**src/rtl/dmem_lsu_seq_pkg.sv**
```systemverilog
// Shared definitions for the vector load/store sequencer.
// Holds the default memory depth and beat limit, the address / register /
// count / data widths, and the sequencer state encoding.
package dmem_lsu_seq_pkg;

  localparam int DEPTH_DEF = 129;  // data-memory words
  localparam int MAXB_DEF  = 8;    // maximum beats per request
  localparam int AW        = 8;    // word-address width
  localparam int RW        = 3;    // vector register index width
  localparam int CW        = 4;    // beat count width
  localparam int DW        = 128;  // data word width

  typedef enum logic [1:0] {
    IDLE = 2'd0,
    RUN  = 2'd1,
    DONE = 2'd2
  } state_t;

endpackage

```
**src/rtl/dmem_lsu_seq_addr_gen.sv**
```systemverilog
// lsu_addr_gen: per-request address / register sequencing.
// Latches base, stride, beat count and first register on load, then on each
// step advances to the next beat.
//   clk, rst      : clock, synchronous active-low reset
//   load          : latch a new request and restart at beat 0
//   step          : advance to the next beat
//   base, stride  : first word address and per-beat increment
//   count         : beats in the request
//   reg_base      : first vector register index
//   addr          : current beat address, (base + k*stride) mod 256
//   reg_idx       : current beat register, (reg_base + k) mod 8
//   in_range      : current address is below DEPTH
//   last_beat     : current beat is the final one of the request
module lsu_addr_gen
  import dmem_lsu_seq_pkg::*;
#(
  parameter int DEPTH = DEPTH_DEF
) (
  input  logic          clk,
  input  logic          rst,
  input  logic          load,
  input  logic          step,
  input  logic [AW-1:0] base,
  input  logic [AW-1:0] stride,
  input  logic [CW-1:0] count,
  input  logic [RW-1:0] reg_base,
  output logic [AW-1:0] addr,
  output logic [RW-1:0] reg_idx,
  output logic          in_range,
  output logic          last_beat
);

  localparam logic [31:0] DEPTH_W = DEPTH;

  logic [AW-1:0] base_q;
  logic [AW-1:0] stride_q;
  logic [AW-1:0] off_q;     // running k*stride, wraps at 256
  logic [CW-1:0] count_q;
  logic [CW-1:0] beat_q;
  logic [RW-1:0] reg_q;

  always_ff @(posedge clk) begin
    if (!rst) begin
      base_q   <= '0;
      stride_q <= '0;
      off_q    <= '0;
      count_q  <= '0;
      beat_q   <= '0;
      reg_q    <= '0;
    end else if (load) begin
      base_q   <= base;
      stride_q <= stride;
      off_q    <= '0;
      count_q  <= count;
      beat_q   <= '0;
      reg_q    <= reg_base;
    end else if (step) begin
      off_q  <= off_q + stride_q;
      beat_q <= beat_q + CW'(1);
    end
  end

  // 8-bit adds: carries out of the top bit are dropped by design.
  assign addr      = base_q + off_q;
  assign reg_idx   = reg_q + beat_q[RW-1:0];
  assign in_range  = 32'(addr) < DEPTH_W;
  assign last_beat = beat_q == (count_q - CW'(1));

endmodule

```
**src/rtl/dmem_lsu_seq.sv**
```systemverilog
// dmem_lsu_seq: sequences multi-beat vector loads and stores between a
// 128-bit data memory and an 8-entry vector register file, one beat per cycle.
//   clk, rst                    : clock, synchronous active-low reset
//   req_valid / req_ready       : request handshake (accepted only in IDLE)
//   req_store                   : 1 = store (regfile -> memory), 0 = load
//   req_base, req_stride        : first word address, per-beat increment
//   req_count                   : beats, 0..MAXB legal
//   req_reg                     : first vector register
//   mem_addr/wdata/we/re, rdata : data-memory port (rdata combinational)
//   rf_raddr/rdata              : regfile read port (combinational)
//   rf_waddr/wdata/we           : regfile write port
//   done, err                   : one-cycle completion pulse, fault flag
module dmem_lsu_seq
  import dmem_lsu_seq_pkg::*;
#(
  parameter int DEPTH = DEPTH_DEF,
  parameter int MAXB  = MAXB_DEF
) (
  input  logic          clk,
  input  logic          rst,
  input  logic          req_valid,
  output logic          req_ready,
  input  logic          req_store,
  input  logic [AW-1:0] req_base,
  input  logic [AW-1:0] req_stride,
  input  logic [CW-1:0] req_count,
  input  logic [RW-1:0] req_reg,
  output logic [DW-1:0] mem_addr,
  output logic [DW-1:0] mem_wdata,
  output logic          mem_we,
  output logic          mem_re,
  input  logic [DW-1:0] mem_rdata,
  output logic [RW-1:0] rf_raddr,
  input  logic [DW-1:0] rf_rdata,
  output logic [RW-1:0] rf_waddr,
  output logic [DW-1:0] rf_wdata,
  output logic          rf_we,
  output logic          done,
  output logic          err
);

  localparam logic [CW-1:0] MAXB_W = CW'(MAXB);

  state_t        state_q, state_d;
  logic          fault_q;
  logic          store_q;
  logic          accept;
  logic          bad_count;
  logic [AW-1:0] beat_addr;
  logic [RW-1:0] beat_reg;
  logic          in_range;
  logic          last_beat;

  assign accept    = (state_q == IDLE) && req_valid;
  assign bad_count = req_count > MAXB_W;

  lsu_addr_gen #(.DEPTH(DEPTH)) u_addr_gen (
    .clk       (clk),
    .rst       (rst),
    .load      (accept),
    .step      (state_q == RUN),
    .base      (req_base),
    .stride    (req_stride),
    .count     (req_count),
    .reg_base  (req_reg),
    .addr      (beat_addr),
    .reg_idx   (beat_reg),
    .in_range  (in_range),
    .last_beat (last_beat)
  );

  always_ff @(posedge clk) begin
    if (!rst) state_q <= IDLE;
    else      state_q <= state_d;
  end

  always_comb begin
    state_d = state_q;
    unique case (state_q)
      IDLE: if (accept) state_d = (req_count == '0 || bad_count) ? DONE : RUN;
      RUN:  if (last_beat) state_d = DONE;
      DONE: state_d = IDLE;
      default: state_d = IDLE;
    endcase
  end

  // An over-limit count is recorded as a fault at accept time, so err in
  // DONE is simply the sticky bit.
  always_ff @(posedge clk) begin
    if (!rst) begin
      fault_q <= 1'b0;
      store_q <= 1'b0;
    end else if (accept) begin
      fault_q <= bad_count;
      store_q <= req_store;
    end else if (state_q == RUN && !in_range) begin
      fault_q <= 1'b1;
    end
  end

  // Strobes are qualified with rst so an asserted reset kills a beat in the
  // same cycle rather than at the next edge.
  always_comb begin
    req_ready = (state_q == IDLE);
    mem_addr  = '0;
    mem_wdata = '0;
    mem_we    = 1'b0;
    mem_re    = 1'b0;
    rf_raddr  = '0;
    rf_waddr  = '0;
    rf_wdata  = '0;
    rf_we     = 1'b0;
    done      = 1'b0;
    err       = 1'b0;
    unique case (state_q)
      RUN: begin
        mem_addr = DW'(beat_addr);
        if (store_q) begin
          rf_raddr  = beat_reg;
          mem_wdata = rf_rdata;
          mem_we    = in_range && rst;
        end else begin
          rf_waddr = beat_reg;
          rf_wdata = mem_rdata;
          mem_re   = in_range && rst;
          rf_we    = in_range && rst;
        end
      end
      DONE: begin
        done = rst;
        err  = fault_q;
      end
      default: ;
    endcase
  end

endmodule

```
**config.mk**
```make
export PLATFORM = sky130hd
export DESIGN_NAME = dmem_lsu_seq
export DESIGN_NICKNAME = d
export VERILOG_FILES = /design/src/rtl/dmem_lsu_seq_pkg.sv /design/src/rtl/dmem_lsu_seq_addr_gen.sv /design/src/rtl/dmem_lsu_seq.sv
export SDC_FILE = /design/constraint.sdc
export NUM_CORES = 1
export LEC_CHECK = 0
export ABC_AREA = 0
export ABC_CLOCK_PERIOD_IN_PS = 3300
export CAP_MARGIN = 20
export CORE_AREA = 2 2 266 268
export CTS_BUF_LIST = sky130_fd_sc_hd__clkbuf_8 sky130_fd_sc_hd__clkbuf_16
export DETAILED_ROUTE_END_ITERATION = 10
export DIE_AREA = 0 0 268 270
export PLACE_DENSITY = 0.37
export SLEW_MARGIN = 20
export SYNTH_ARGS = -nofsm -noshare
export SYNTH_HDL_FRONTEND = slang
export SYNTH_SLANG_ARGS = --single-unit
```
**constraint.sdc**
```tcl
create_clock -name clk -period 3.3 [get_ports clk]
set_input_delay 0.495 -clock clk [delete_from_list [all_inputs] [get_ports clk]]
set_output_delay 0.495 -clock clk [all_outputs]
set_load 0.02 [all_outputs]
```
==> metrics <==
status=finished, final reports clean; pwr dens=203 mW/mm2; final hold vios=0; die width=268 um; DRC Markers=0; syn avg cell area=7.09 um2; CP max FO=3; Non-Filler Cell Area, Final=0.0118 mm2; Worst Path Required=2.80 ns; Warnings, synthesis=0; most common cell in the netlist=and2_1; cell count of the worst reg-to-reg path=9; max_cap viols=0; critical path arrival=2.68 ns; RSZ-0062 raised after global routing=false; average wire per standard cell=21.4 um; Max Freq=315 MHz; Pleak=4.87 nW; WHS=0.473 ns; setup TNS=0 ns; initial antenna violation count=10; # hold bufs at CTS=0; cts bufs inserted=5; Layout Nets=1534; critical setup path kind=register to output port; Seq/Total Area, Yosys=0.156; Hold Path Class=register to register; largest net degree at the start of global routing=134; Initial Util=0.0718; clock sinks=39; die area=0.0724 mm2; worst-skew pair later-pin latency=0.29 ns; Slew @ Worst Pin=0.740 ns; Post-DRT Antenna Nets=0; Vias/cell=3.02; overall routing resource usage=0.121; Final WS setup=0.126 ns; I/O pin count=679; commonest cells in the netlist=and2_1 (135), and3_1 (131), buf_4 (121); synthesized cell area=0.00499 mm2; post-synth top area share=0.182; final wirelength=46700 um; async set or reset register ratio after synthesis=0; DR vias=6578; Slew Limit Fails=0; most area-hungry cell type in the Yosys netlist=buf_4; area delta synth->final=136%; endpoints failing setup=0; Gate Count Post-Synth=704; final-layout fill cell count=7926; CTS root buf=clkbuf_16; core area=0.0695 mm2; Die Y=270 um; Primary FF master, synth=dfxtp_1; relative slew slack=0.507; Layout Utilization=0.170; clock transition at the registers of the reported paths=0.06 ns; placed insts=2164; HPWL Detailed=41300 um; CTS tree=yes; Startpoint Class=register; Worst VDD drop=0.000187 V; top post-synthesis cells by area=buf_4 (18%), and2_1 (17%), and3_1 (16%); clock period minus worst slack=3.17 ns; hold path depth=2; Clock Skew=0.00759 ns; Post-DP Area=0.0117 mm2; multi-input logic area=0.00352 mm2; Yosys reg bits=39; layout cells sized above 1=0.0601; crit end category=output port; number of DRC markers in iteration 0=276; # rows=97; routability cong.=0.783; Final Non-Filler Cells=2179; DRT Pass-1 Iters=4; Tot Pwr=2.40 mW; number of enable flip-flop cells after synthesis=0; # port buffers=558; Bufs on Longest Clock Path=2; number of global-route vias before repair=6735; Unique masters post-synth=45; dpl ws=0.0514 ns; part of the cycle the worst path needs=0.962; H-tree levels=2; sequential cell area=785 um2; first-pass GRT wire length=60000 um; global route total overflow=0
[sequential cells by signal, summed over array words and instances, names as in the netlist]
name,count
fault_q,1
store_q,1
u_addr_gen.stride_q,8
u_addr_gen.beat_q,4
u_addr_gen.base_q,8
u_addr_gen.count_q,4
u_addr_gen.off_q,8
state_q,2
u_addr_gen.reg_q,3
[per-layer routing]
metal | routed length, um | vias to the layer above | GRT usage
met1 | 19400 | 3069 | 0.147
met3 | 6010 | 28 | 0.0650
met5 | 64 | - | 0
met4 | 1040 | 10 | 0.0334
met2 | 20100 | 340 | 0.185
li1 | - | 3131 | -
[worst max-delay path: stages (launching register included)]
cell	delay, ns
dfxtp_1	0.33
ha_1	0.23
fa_1	0.42
a211oi_2	0.25
nor2_1	0.09
xnor2_1	0.22
and3_1	0.26
a31oi_1	0.17
nor2_1	0.20
clkbuf_2	0.20
[logic make-up after synthesis]
| logic type | synth area share |
|---|---|
| XOR/XNOR | 0.0401 |
| buffers and inverters | 0.231 |
| other | 0.000751 |
| flip-flops | 0.156 |
| adder cells (fa/ha/maj) | 0.0546 |
| AO/OA/AOI/OAI | 0.0912 |
| AND/OR/NAND/NOR | 0.426 |
[layout make-up]
cell class	instances	area share
tap	940	0.0997
sequential	39	0.0665
clock buffer	5	0.0106
multi-input combinational	600	0.299
clock inverter	3	0.00170
timing repair buffer	577	0.519
antenna	7	0.00148
inverter	8	0.00254
[final timing paths]
check / from / to / slack (ns)
max: u_addr_gen.off_q[0] / rf_we / 0.13
min: u_addr_gen.base_q[0] / u_addr_gen.base_q[0] / 0.47
max reg2reg: u_addr_gen.off_q[0] / u_addr_gen.off_q[6] / 0.91
min reg2reg: u_addr_gen.base_q[0] / u_addr_gen.base_q[0] / 0.47
[power by group]
part / internal (mW) / switching [mW] / total [mW]
logic: 0.659 / 0.725 / 1.38
clock network: 0.279 / 0.208 / 0.487
registers: 0.500 / 0.0251 / 0.525
total: 1.44 / 0.958 / 2.40
[layout by cell type, fill, tap and decap left out, types with 2 or more instances in the layout]
cell type	count
a211oi_1	3
a211oi_2	2
a21boi_0	25
a21o_1	2
a21oi_1	12
a41oi_1	2
and2_1	135
and3_1	131
and3b_1	2
buf_12	40
buf_4	14
clkbuf_16	5
clkbuf_2	3
clkdlybuf4s50_1	519
clkinvlp_4	2
conb_1	120
dfxtp_1	38
diode_2	7
fa_1	3
ha_1	17
inv_1	8
nand2_1	63
nand2b_1	2
nand3_1	2
nor2_1	17
nor2b_1	3
nor3_1	5
nor4b_1	2
o21ai_0	9
o21ai_1	2
or3_1	2
xnor2_1	10
xor2_1	11
[timing repair]
action                                  4_1_cts  5_1_grt
endpoints found under the setup margin        4        4
buffers inserted                              0        0
gates resized for setup                       4        7
Note: power is estimated with default switching activity, not from simulation.
